===== src/rtl/msx_sdram_arbiter.sv =====
// Arbitrates CPU cartridge reads and ioctl download writes onto a single SDRAM request port.
// Optional one-entry read cache is enabled by defining MSX_SDRAM_ARB_CACHE_EN.
module msx_sdram_arbiter #(
  parameter int TIMEOUT_CYCLES = 255
) (
  input  logic        clk,
  input  logic        reset_n,
  input  logic        cpu_rd,
  input  logic [24:0] cpu_addr,
  output logic        cpu_wait_n,
  output logic [7:0]  cpu_q,
  input  logic        ioctl_wr,
  input  logic [24:0] ioctl_addr,
  input  logic [7:0]  ioctl_dout,
  output logic        ioctl_wait,
  output logic        mem_req,
  output logic        mem_we,
  output logic [24:0] mem_addr,
  output logic [7:0]  mem_wdata,
  input  logic        mem_ack,
  input  logic [7:0]  mem_rdata,
  output logic        timeout_err
);

  // state   | meaning
  // IDLE    | no access outstanding, picks pending read before buffered write
  // WR_WAIT | download byte write issued, waiting for mem_ack or timeout
  // RD_WAIT | cpu read issued, waiting for mem_ack or timeout
  typedef enum logic [1:0] {IDLE, WR_WAIT, RD_WAIT} state_t;

  localparam logic [7:0] TMO_LAST = 8'(TIMEOUT_CYCLES - 1);

  state_t      state, state_nxt;
  logic        cpu_rd_q;
  logic        rd_edge;
  logic        rd_hit;
  logic        rd_pend;
  logic [24:0] rd_addr;
  logic        full;
  logic [24:0] buf_addr;
  logic [7:0]  buf_data;
  logic [7:0]  wait_cnt;
  logic        tmo;
  logic        start_rd, start_wr;
  logic        rd_done, wr_done, rd_abort, wr_abort;

  assign rd_edge    = cpu_rd && !cpu_rd_q;
  assign tmo        = (wait_cnt == TMO_LAST);
  assign ioctl_wait = full;

`ifdef MSX_SDRAM_ARB_CACHE_EN
  logic        cache_valid;
  logic [24:0] cache_tag;
  logic [7:0]  cache_data;

  assign rd_hit = cache_valid && (cache_tag == cpu_addr);

  always_ff @(posedge clk or negedge reset_n) begin
    if (!reset_n) begin
      cache_valid <= 1'b0;
      cache_tag   <= '0;
      cache_data  <= '0;
    end else if (rd_done) begin
      cache_valid <= 1'b1;
      cache_tag   <= mem_addr;
      cache_data  <= mem_rdata;
    end else if (wr_done && cache_valid && (cache_tag == mem_addr)) begin
      cache_valid <= 1'b0;
    end
  end
`else
  assign rd_hit = 1'b0;
`endif

  always_ff @(posedge clk or negedge reset_n) begin
    if (!reset_n) state <= IDLE;
    else          state <= state_nxt;
  end

  always_comb begin
    state_nxt = state;
    start_rd  = 1'b0;
    start_wr  = 1'b0;
    rd_done   = 1'b0;
    wr_done   = 1'b0;
    rd_abort  = 1'b0;
    wr_abort  = 1'b0;
    case (state)
      IDLE: begin
        if (rd_pend) begin
          start_rd  = 1'b1;
          state_nxt = RD_WAIT;
        end else if (full) begin
          start_wr  = 1'b1;
          state_nxt = WR_WAIT;
        end
      end
      RD_WAIT: begin
        if (mem_ack) begin
          rd_done   = 1'b1;
          state_nxt = IDLE;
        end else if (tmo) begin
          rd_abort  = 1'b1;
          state_nxt = IDLE;
        end
      end
      WR_WAIT: begin
        if (mem_ack) begin
          wr_done   = 1'b1;
          state_nxt = IDLE;
        end else if (tmo) begin
          wr_abort  = 1'b1;
          state_nxt = IDLE;
        end
      end
      default: state_nxt = IDLE;
    endcase
  end

  always_ff @(posedge clk or negedge reset_n) begin
    if (!reset_n) begin
      cpu_rd_q    <= 1'b0;
      cpu_wait_n  <= 1'b1;
      cpu_q       <= 8'hFF;
      rd_pend     <= 1'b0;
      rd_addr     <= '0;
      full        <= 1'b0;
      buf_addr    <= '0;
      buf_data    <= '0;
      mem_req     <= 1'b0;
      mem_we      <= 1'b0;
      mem_addr    <= '0;
      mem_wdata   <= '0;
      wait_cnt    <= '0;
      timeout_err <= 1'b0;
    end else begin
      cpu_rd_q <= cpu_rd;

      if (start_rd) begin
        mem_req   <= 1'b1;
        mem_we    <= 1'b0;
        mem_addr  <= rd_addr;
        mem_wdata <= '0;
        wait_cnt  <= '0;
      end else if (start_wr) begin
        mem_req   <= 1'b1;
        mem_we    <= 1'b1;
        mem_addr  <= buf_addr;
        mem_wdata <= buf_data;
        wait_cnt  <= '0;
      end else if (rd_done || wr_done || rd_abort || wr_abort) begin
        mem_req <= 1'b0;
      end else if (state != IDLE) begin
        wait_cnt <= wait_cnt + 8'd1;
      end

      if (rd_done) begin
        cpu_q      <= mem_rdata;
        rd_pend    <= 1'b0;
        cpu_wait_n <= 1'b1;
      end
      if (rd_abort) begin
        cpu_q      <= 8'hFF;
        rd_pend    <= 1'b0;
        cpu_wait_n <= 1'b1;
      end
      if (wr_done || wr_abort) full <= 1'b0;
      if (rd_abort || wr_abort) timeout_err <= 1'b1;

      // full here is the pre-edge value, so a strobe in the completion cycle is still dropped
      if (ioctl_wr && !full) begin
        buf_addr <= ioctl_addr;
        buf_data <= ioctl_dout;
        full     <= 1'b1;
      end

      if (rd_edge) begin
        if (rd_hit) begin
`ifdef MSX_SDRAM_ARB_CACHE_EN
          cpu_q <= cache_data;
`endif
        end else begin
          rd_pend    <= 1'b1;
          rd_addr    <= cpu_addr;
          cpu_wait_n <= 1'b0;
        end
      end
    end
  end

endmodule


===== config.mk =====
export PLATFORM = sky130hd
export DESIGN_NAME = msx_sdram_arbiter
export DESIGN_NICKNAME = d
export VERILOG_FILES = /design/src/rtl/msx_sdram_arbiter.sv
export SDC_FILE = /design/constraint.sdc
export NUM_CORES = 1
export LEC_CHECK = 0
export BUFFER_PORTS_ARGS = -buffer_cell sky130_fd_sc_hd__buf_2
export CAP_MARGIN = 20
export CORE_MARGIN = 8
export CORE_UTILIZATION = 30
export CTS_BUF_LIST = sky130_fd_sc_hd__clkbuf_8
export DETAILED_ROUTE_END_ITERATION = 10
export PLACE_DENSITY_LB_ADDON = 0.25
export SLEW_MARGIN = 20
export SYNTH_ARGS = -nofsm -noshare
export SYNTH_HDL_FRONTEND = slang
export SYNTH_SLANG_ARGS = --single-unit

===== constraint.sdc =====
create_clock -name clk -period 5 [get_ports clk]
set_input_delay 0.25 -clock clk [delete_from_list [all_inputs] [get_ports clk]]
set_output_delay 0.25 -clock clk [all_outputs]
set_load 0.05 [all_outputs]

==> impl_metrics.py <==
metrics = {
    "synth": {
        "yosys_register_bits": 116,
        "synth-edff-count": 0,
        "ys_seq_area_share_pct": 61.7,
        "synth_ff_type": "dfrtp_1",
        "synthCells": 396,
        "syn_nets": 472,
        "synth_cell_types": 35,
        "netlist_area_um2": 4730,
        "synth_area_per_cell_um2": 11.9,
        "async_flop_share_pct": 100,
        "synth_warnings": 0,
    },
    "detailed_routing": {
        "drtPass1Iterations": 4,
        "totalWireLength_mm": 12.1,
        "drt_iter0_drc": 155,
        "ant_nets": 0,
        "dr_total_vias": 3474,
        "wl_per_cell_um": 15.7,
        "vias_per_cell": 4.52,
        "post-route-drc-count": 0,
    },
    "timing": {
        "fin_crit_sh_pct": 52.4,
        "holdWs_ns": 0.0391,
        "clock_skew_ns": 0.0166,
        "setup_slack_ns": 2.38,
        "hold_viol": 0,
        "min_period_ns": 2.62,
        "rsz0062_at_grt": "false",
        "setup_tns_ns": 0,
        "setup_viol": 0,
        "slew_violations": 0,
        "maxSlewHeadroom_pct": 43.2,
        "fmax_ghz": 0.381,
        "tightest_slew_ns": 0.850,
    },
    "global_routing": {
        "first_global_vias": 3862,
        "grt_pass1_wl_mm": 20.2,
        "grt-ovfl-total": 0,
        "track_usage_pct": 13.1,
        "grt_antenna_before_repair": 1,
        "grt_max_degree": 77,
    },
    "critical_path": {
        "r2r-end": "wait_cnt[2]",
        "cp.required_ns": 5.32,
        "crit_arrival_ns": 2.94,
        "cp_max_fo": 36,
        "critPathKind": "reg2reg",
        "regToRegStartpoint": "state[0]",
        "startpoint_type": "flop",
        "worstRegToRegCells": 6,
        "rrSetupSlack_ns": 2.38,
        "endpoint_kind": "flop",
    },
    "floorplan": {
        "start_util_pct": 30.2,
        "die_height_um": 142,
        "die_x_um": 142,
        "row_count": 46,
        "fp.dieArea_um2": 20000,
        "ios": 117,
        "coreArea_um2": 15700,
    },
    "hold_path": {
        "hold_end": "buf_addr[1]",
        "worstHoldStart": "ioctl_addr[1]",
        "hp-class": "in2reg",
        "hold_depth": 2,
    },
    "placement": {
        "dp_hpwl_mm": 8.15,
        "place_inst": 708,
        "io_buffer_count": 116,
        "place_ws_ns": 2.30,
        "gp_congestion": 0.761,
    },
    "power": {
        "p_total_mw": 4.38,
        "p_per_area_nw_per_um2": 696,
        "peakVddDrop_v": 0.000289,
        "total_leakage_power_nw": 2.89,
    },
    "clock_tree": {
        "cts_buffer_depth": 2,
        "root_buffer": "clkbuf_8",
        "ctsResizeCount": 0,
        "cts_max_level": 4,
        "cts_setup_buffers": 0,
        "cts_hold_buffers": 28,
        "clock_latency_ns": 0.44,
        "cts_inserted_buffers": 17,
        "cts_tree": "done",
        "clk_pin_slew_worst_paths_ns": 0.07,
        "clock-sinks": 116,
    },
    "run": {
        "cap_violations": 0,
    },
    "cells_and_area": {
        "final_common_cell": "buf_2",
        "finalNonFillerCells": 768,
        "antenna_cells": 0,
        "area_delta_synth_final_pct": 33.2,
        "finalNetCount": 616,
        "drive_gt1_share_pct": 40.9,
        "final_cell_mix": "115 x buf_2, 107 x dfrtp_1, 74 x nand2_1",
        "nFillCells": 1560,
    },
    "status": {
        "status": "completed",
    },
}
==> report_power, final <==
group          switching, mW  total, mW  internal (mW)
Sequential             0.222       1.56           1.34
Clock                  0.376      0.960          0.584
Combinational           1.28       1.86          0.575
Total                   1.88       4.38           2.50
==> cell usage after synthesis (all sizes together) (2+ instances only) <==
cell type,number,share of area [%]
dfrtp,107,57
o22a,8,1.5
inv,5,0.40
dfstp,9,5.0
nand3,13,1.4
nand4,2,0.26
nor2b,2,0.26
or3,5,0.66
a21oi,5,0.53
o31ai,4,0.93
a32o,2,0.42
nor2,30,2.4
clkbuf,11,0.87
buf,12,1.2
a31oi,24,3.2
ha,5,1.3
mux2,58,14
nand2,75,6.0
o21ai,7,0.74
==> how the worst max path moves through the flow <==
stage	startpoint	to	slack (ns)
2_1_floorplan	ioctl_wait	buf_addr[0]	3.17
3_5_place_dp	state[0]	wait_cnt[2]	2.30
4_1_cts	state[0]	wait_cnt[2]	2.28
6_report	state[0]	wait_cnt[2]	2.38
3_3_place_gp	state[0]	wait_cnt[2]	2.45
5_1_grt	state[0]	wait_cnt[2]	2.10
==> kinds of logic after synthesis <==
group / after synthesis / share of synthesized area [%]
adders and majority gates: 5 / 1.32
and+or+nand+nor: 132 / 11.8
DFF: 116 / 61.7
AOI/OAI and AO/OA: 57 / 8.90
muxes: 58 / 13.8
buffers and inverters: 28 / 2.49
==> state kept, by name (all words and copies together), names as in the netlist <==
| name | count |
|---|---|
| buf_addr | 25 |
| buf_data | 8 |
| cpu_q | 8 |
| cpu_rd_q | 1 |
| cpu_wait_n | 1 |
| ioctl_wait | 1 |
| mem_addr | 25 |
| mem_req | 1 |
| mem_wdata | 8 |
| mem_we | 1 |
| rd_addr | 25 |
| rd_pend | 1 |
| state | 2 |
| timeout_err | 1 |
| wait_cnt | 8 |
==> layout make-up <==
class                           count  area (µm²)  area share [%]
Multi-Input combinational cell    252        1720            27.3
Timing Repair Buffer              148         926            14.7
Inverter                            5        18.8           0.298
Sequential cell                   116        2910            46.3
Clock buffer                       24         330            5.25
Tap cell                          216         270            4.29
Clock inverter                      7         119            1.89
==> metrics by stage <==
| stage | util, % | area (µm²) |
|---|---|---|
| global route | 40.2 | 6300 |
| CTS | 40.0 | 6270 |
| floorplan | - | 4730 |
| global placement | 35.3 | 5520 |
| finish | 40.2 | 6300 |
| detailed placement | 35.4 | 5540 |
==> layer usage <==
layer,part of all wire [%],up-vias,global-route usage [%]
met4,1.6,2,5.77
met2,49,83,21.3
met3,5.1,17,4.47
met1,44,1706,15.5
li1,-,1666,-
met5,0.10,-,0
==> worst max-delay path, stage by stage (launching register included) <==
cell and delay (ns):
dfrtp_1 0.40, inv_1 0.10, ha_1 0.37, nand3_2 0.68
nand2_1 0.57, o21ai_0 0.14, a32o_1 0.21
No activity file was read; power rests on OpenSTA's default activity.
